`config.mk`:
```
export PLATFORM = sky130hd
export DESIGN_NAME = seq_pattern_tx
export DESIGN_NICKNAME = d
export VERILOG_FILES = /design/src/rtl/seq_pattern_tx.sv
export SDC_FILE = /design/constraint.sdc
export NUM_CORES = 1
export LEC_CHECK = 0
export BUFFER_PORTS_ARGS = -buffer_cell sky130_fd_sc_hd__buf_2
export CORE_AREA = 2 2 57 65
export DETAILED_ROUTE_END_ITERATION = 16
export DIE_AREA = 0 0 59 67
export MAX_ROUTING_LAYER = met4
export PLACE_DENSITY = 0.77
export SYNTH_ARGS = -nofsm -noshare
export SYNTH_HDL_FRONTEND = slang
export SYNTH_SLANG_ARGS = --single-unit
```
`constraint.sdc`:
```
create_clock -name clk -period 2.8 [get_ports clk]
set_clock_uncertainty 0.05 [all_clocks]
set_input_delay 0.14 -clock clk [delete_from_list [all_inputs] [get_ports clk]]
set_output_delay 0.14 -clock clk [all_outputs]
set_load 0.01 [all_outputs]
```
`src/rtl/seq_pattern_tx.sv`:
```
// Serial pattern transmitter: shifts a latched PAT_W-bit pattern out MSB-first, repeated with optional idle gaps.
// Latency 1 from accepted start to first bit; start is ignored while busy; abort cancels a running burst with no done.
module seq_pattern_tx #(
  parameter int PAT_W = 4,
  parameter int CNT_W = 8,
  parameter int GAP_W = 4
) (
  input  logic             clk,
  input  logic             rst,
  input  logic             start,
  input  logic             abort,
  input  logic [PAT_W-1:0] pattern,
  input  logic [CNT_W-1:0] repeats,
  input  logic [GAP_W-1:0] gap,
  output logic             data_out,
  output logic             data_valid,
  output logic             last,
  output logic             busy,
  output logic             done
);

  localparam int IDX_W = (PAT_W > 2) ? $clog2(PAT_W) : 1;
  localparam logic [IDX_W-1:0] IDX_MAX = IDX_W'(PAT_W - 1);

  typedef enum logic [1:0] {IDLE, SEND, GAP, DONE} state_t;

  typedef struct packed {
    logic [PAT_W-1:0] pat;
    logic [GAP_W-1:0] gap;
  } cfg_t;

  state_t           state, n_state;
  cfg_t             cfg, n_cfg;
  logic [CNT_W-1:0] rep_cnt, n_rep_cnt;
  logic [GAP_W-1:0] gap_cnt, n_gap_cnt;
  logic [IDX_W-1:0] idx, n_idx;

  always_ff @(posedge clk or negedge rst) begin
    if (!rst) begin
      state   <= IDLE;
      cfg     <= '0;
      rep_cnt <= '0;
      gap_cnt <= '0;
      idx     <= '0;
    end else begin
      state   <= n_state;
      cfg     <= n_cfg;
      rep_cnt <= n_rep_cnt;
      gap_cnt <= n_gap_cnt;
      idx     <= n_idx;
    end
  end

  // rep_cnt holds the repetitions still to send, including the one in flight.
  always_comb begin
    n_state   = state;
    n_cfg     = cfg;
    n_rep_cnt = rep_cnt;
    n_gap_cnt = gap_cnt;
    n_idx     = idx;
    unique case (state)
      IDLE: begin
        if (start && !abort) begin
          n_cfg.pat = pattern;
          n_cfg.gap = gap;
          n_rep_cnt = repeats;
          n_idx     = IDX_MAX;
          n_state   = (repeats != '0) ? SEND : DONE;
        end
      end
      SEND: begin
        if (abort) begin
          n_state = IDLE;
        end else if (idx == '0) begin
          if (rep_cnt == CNT_W'(1)) begin
            n_state = DONE;
          end else begin
            n_rep_cnt = rep_cnt - CNT_W'(1);
            if (cfg.gap != '0) begin
              n_state   = GAP;
              n_gap_cnt = cfg.gap;
            end else begin
              n_idx = IDX_MAX;
            end
          end
        end else begin
          n_idx = idx - IDX_W'(1);
        end
      end
      GAP: begin
        if (abort) begin
          n_state = IDLE;
        end else if (gap_cnt == GAP_W'(1)) begin
          n_state = SEND;
          n_idx   = IDX_MAX;
        end else begin
          n_gap_cnt = gap_cnt - GAP_W'(1);
        end
      end
      DONE: n_state = IDLE;
      default: n_state = IDLE;
    endcase
  end

  // Outputs are decoded from the next state and registered, so they line up with the state they describe.
  always_ff @(posedge clk or negedge rst) begin
    if (!rst) begin
      data_out   <= 1'b0;
      data_valid <= 1'b0;
      last       <= 1'b0;
      busy       <= 1'b0;
      done       <= 1'b0;
    end else begin
      data_out   <= (n_state == SEND) && n_cfg.pat[n_idx];
      data_valid <= (n_state == SEND);
      last       <= (n_state == SEND) && (n_idx == '0) && (n_rep_cnt == CNT_W'(1));
      busy       <= (n_state != IDLE);
      done       <= (n_state == DONE);
    end
  end

endmodule

```
# Yosys cells after proc, flatten, opt, wreduce, memory -nomap -nowiden
# Index checks and enable logic that the tools add are counted.
# word_totals
ff_bits	29
latch_bits	0
ram_bits	0
rom_bits	0
output_inout_bits	5
n_memories	0
# classes
addsub	3
multipliers	0
n_div	0
magnitude_cmp	1
eq_ne	14
shifts	0
n_mux	33
n_bitwise	0
n_reduce_logical	14
# ops
operator	count
8-bit 2-to-1 mux	6
2-bit 2-to-1 mux	15
4-bit 2-to-1 mux	6
8-bit by 1-bit == test with 1-bit output, second input constant	2
8-bit one-hot mux with 2 select lines	1
2-bit inequality test, second input constant	6
2-bit one-hot mux with 4 select lines	1
4-bit one-hot mux with 2 select lines	1
8-bit nonzero test	1
8-bit by 1-bit subtractor with 8-bit output, second input constant	1
7-bit AND reduction	1
2-bit == test, second input constant	3
2-bit logical NOT	3
2-bit one-hot mux with 3 select lines	1
2-bit by 1-bit == test with 1-bit output, second input constant	2
4-bit by 1-bit == test with 1-bit output, second input constant	1
1-bit logical AND	4
2-bit nonzero test	2
4-bit nonzero test	1
4-bit by 1-bit subtractor with 4-bit output, second input constant	1
2-bit by 3-bit < comparator with 1-bit output, second input constant	1
1-bit binary-select mux with 2-bit select	1
2-bit AND reduction	1
2-bit by 1-bit subtractor with 2-bit output, second input constant	1
2 further kinds	2

# Longest topological paths before layout
# logic_depth
ltp_word	9
depth_mapped	9

# Worst setup path after synthesis
# No wires, ideal clock.
# synth_timing
kind	register -> register
from	register rep_cnt[0]
to	register last
t_arrival_ps	2368
required_time_ps	2654
path_slack_ps	286
path_stages_with_launch	9
cell_sequence	dfrtp_1 inv_1 ha_1 or3b_2 nor3_1 mux2i_1 o221ai_1 or4_4 nor4_2
# synth_via
elab_cells_between_ends	20
classes_between	add/sub (1); eq/ne (3); mux (13); reduce/logical (3)
# synth_lines
element	line	source
start, declared	34	logic [CNT_W-1:0] rep_cnt, n_rep_cnt;
start signal, assigned	48	rep_cnt <= n_rep_cnt;
8-bit by 1-bit subtractor with 8-bit output / 8-bit by 1-bit == test with 1-bit output (equally long branches)	78, 75	
8-bit 2-to-1 mux *	75	if (rep_cnt == CNT_W'(1)) begin
8-bit 2-to-1 mux *	74	end else if (idx == '0) begin
8-bit 2-to-1 mux *	72	if (abort) begin
8-bit one-hot mux with 2 select lines *	61	unique case (state)
net n_rep_cnt[6]	34	
8-bit by 1-bit == test with 1-bit output *	116	last <= (n_state == SEND) && (n_idx == '0) && (n_rep_cnt == CNT_W'(1));
1-bit logical AND *	116	
end signal, assigned	116	
end, declared	17	output logic last,
# The timed path passes the listed nets; every way through them passes the cells marked *.
# A chain may end at the register's enable or synchronous reset.

# Worst setup path after layout
# layout_timing
from	register rep_cnt[3]
to	register last
# The elaborated chain is that of the path after synthesis.

==> impl_metrics.tcl <==
set metrics [dict create \
    grt_pass1_wl_mm 7.38 \
    start_util_pct 55.7 \
    synth_nets 218 \
    holdPathEnd "cfg[5]" \
    wl_per_cell_um 16.3 \
    clock-root-buffer "clkbuf_4" \
    regToRegEndpoint "last" \
    row_count 22 \
    cts_setup_buffers 0 \
    core_um2 3250 \
    slowest_stage "or3_1" \
    areaGrowthSynthToFinish_pct 16.9 \
    synth_ff_type "dfrtp_1" \
    ir_worst_vdd_mv 0.478 \
    crit_buf_inv 0 \
    cts_tree "yes" \
    fillers 276 \
    dieArea_um2 3950 \
    drt_iter0_drc 98 \
    synth_cell_types 52 \
    cp_max_fo 9 \
    nets 249 \
    grt_pass1_vias 1618 \
    yosysWarnings 0 \
    reg2reg_from "rep_cnt[3]" \
    power_density_nw_per_um2 847 \
    outcome "finished, final reports clean" \
    final-hold-violation-count 0 \
    die-height_um 67 \
    slew_headroom_pct 52.6 \
    min_from "pattern[1]" \
    async_flop_share_pct 100 \
    drive_gt1_share_pct 26.5 \
    max_stage_delay_ns 0.58 \
    p_leak_uw 0.000910 \
    grt_usage_pct 25.6 \
    clk_pin_slew_ns 0.10 \
    slew_violations 0 \
    routed_wirelength_mm 4.28 \
    avgViaCountPerCell 6.34 \
    synth_top_area_share_pct 40.1 \
    io_buffers 24 \
    ys_top_cells_by_area "dfrtp_1 (40%), mux2_2 (5.0%), a21oi_1 (4.1%)" \
    whs_path_depth 2 \
    synth_cells 194 \
    worstPathArrival_ns 2.80 \
    drc 0 \
    worstPathRequired_ns 3.00 \
    antenna_cells 0 \
    min_period_ns 2.60 \
    antenna_left 0 \
    fmax_ghz 0.385 \
    syn-mean-instance-area_um2 9.33 \
    fp.dieW_um 59 \
    hp-class "in -> reg" \
    crit_family "simple AND/OR/NAND/NOR gates" \
    cap_viol_max_count 0 \
    hpwl_mm 3.10 \
    fin_crit_sh_pct 92.8 \
    routabilityCongestion 1.01 \
    finalSetupViolations 0 \
    grt_overflow 0 \
    path_class "reg -> reg" \
    cp-start-kind "register" \
    fin_setup_tns_ns 0 \
    num_io_pins 25 \
    cts_buffer_depth 2 \
    grt_max_degree 30 \
    syn-cell-area_um2 1810 \
    cts_buffers 5 \
    ys_seq_area_share_pct 40.1 \
    grt_setup_unrepaired "no" \
    dr.pass1.iters 5 \
    antenna_found_initial 0 \
    htreeDepth 2 \
    crit_chain "or3_1 > nor3_2 > a21oi_1 > a311o_1 > or4_4 > nor4_2" \
    ys_ff_latch 29 \
    tightest_slew_ns 0.709 \
    insertion_delay_ns 0.33 \
    crit_path_end_kind "register" \
    via_count 1660 \
    rr_worst_depth 6 \
    cts_num_sinks 29 \
    synth_edf_count 0 \
    yosysTopAreaCell "dfrtp_1" \
    r2r_setup_slack_ns 0.20 \
    crit_start "rep_cnt[3]" \
    hold_slack_ns 0.0135 \
]
power breakdown:
group          internal [µW]  leakage [µW]  switching [µW]
Combinational            315      0.000512             371
Clock                    212     0.0000445             151
Sequential               571      0.000353             170
Total                   1100      0.000910             693
what timing repair did:
item                                    in CTS  in global routing
gates resized for setup                      0                  3
hold buffers                                 6                  0
endpoints found under the setup margin       0                  1
hold endpoints to repair                    34                  0
cell type report:
cell class / count / area [µm²] / area share, %
Multi-Input combinational cell: 146 / 1010 / 47.8
Clock buffer: 6 / 51.3 / 2.42
Tap cell: 36 / 45.0 / 2.13
Inverter: 9 / 33.8 / 1.60
Sequential cell: 29 / 726 / 34.3
Timing Repair Buffer: 34 / 210 / 9.93
Clock inverter: 2 / 37.5 / 1.77
flip-flops by register name, indices dropped and copies added (netlist names):
signal      flops
busy            1
data_valid      1
state           2
gap_cnt         4
data_out        1
idx             2
last            1
rep_cnt         8
cfg             8
done            1
stage by stage:
step	total power, µW	instances	utilization [%]	setup slack, ns	instance area (µm²)
global placement	1360	248	60.1	0.185	1950
floorplan	1220	194	-	0.286	1810
finish	1790	262	65.1	0.201	2120
global route	1920	262	65.1	0.0468	2120
CTS	1770	262	64.6	0.116	2100
detailed placement	1400	248	60.1	0.116	1950
how the worst max path moves through the flow:
stage               cells after the start    to
finish                                  6  last
global route                            6  last
CTS                                     8  last
detailed placement                      8  last
global placement                        8  last
floorplan                               8  last
cell usage in the layout (no fill, tap or decap), types with 5 or more instances in the layout:
| master | n |
|---|---|
| dlygate4sd3_1 | 6 |
| clkbuf_4 | 5 |
| nor2b_1 | 7 |
| nor3b_1 | 6 |
| nand3_1 | 5 |
| buf_2 | 24 |
| nor2_1 | 14 |
| nor3_1 | 5 |
| nand2_1 | 8 |
| or3_1 | 5 |
| o21ai_0 | 12 |
| inv_1 | 9 |
| dfrtp_1 | 29 |
| a21oi_1 | 15 |
| mux2_2 | 8 |
synth_stat cells, drive strengths merged (5+ instances only):
master and number:
dfrtp 29, buf 7, inv 9, nor3 7
or3 5, nand3 5, nor3b 6, mux2 8
nor2b 7, a21oi 15, o21ai 12, nor2 15
or4 5, nand2 8, nor4 5
cell families (layout without fill, tap and decap cells):
family          Yosys count  after routing  synth area share [%]
compound gates           54             54                  19.5
fa+ha+maj                 4              4                  2.77
buf+inv                  19             51                  5.19
flops                    29             29                  40.1
mux                      11             11                  6.64
simple gates             77             77                  25.8
metal layers:
layer / GRT usage (%) / vias to the layer above / share of wire [%]
li1: - / 789 / -
met1: 30.9 / 777 / 42
met2: 40.4 / 81 / 48
met3: 5.63 / 13 / 7.2
met4: 12.2 / 0 / 2.8
met5: - / - / 0
Note: power is estimated with default switching activity, not from simulation.
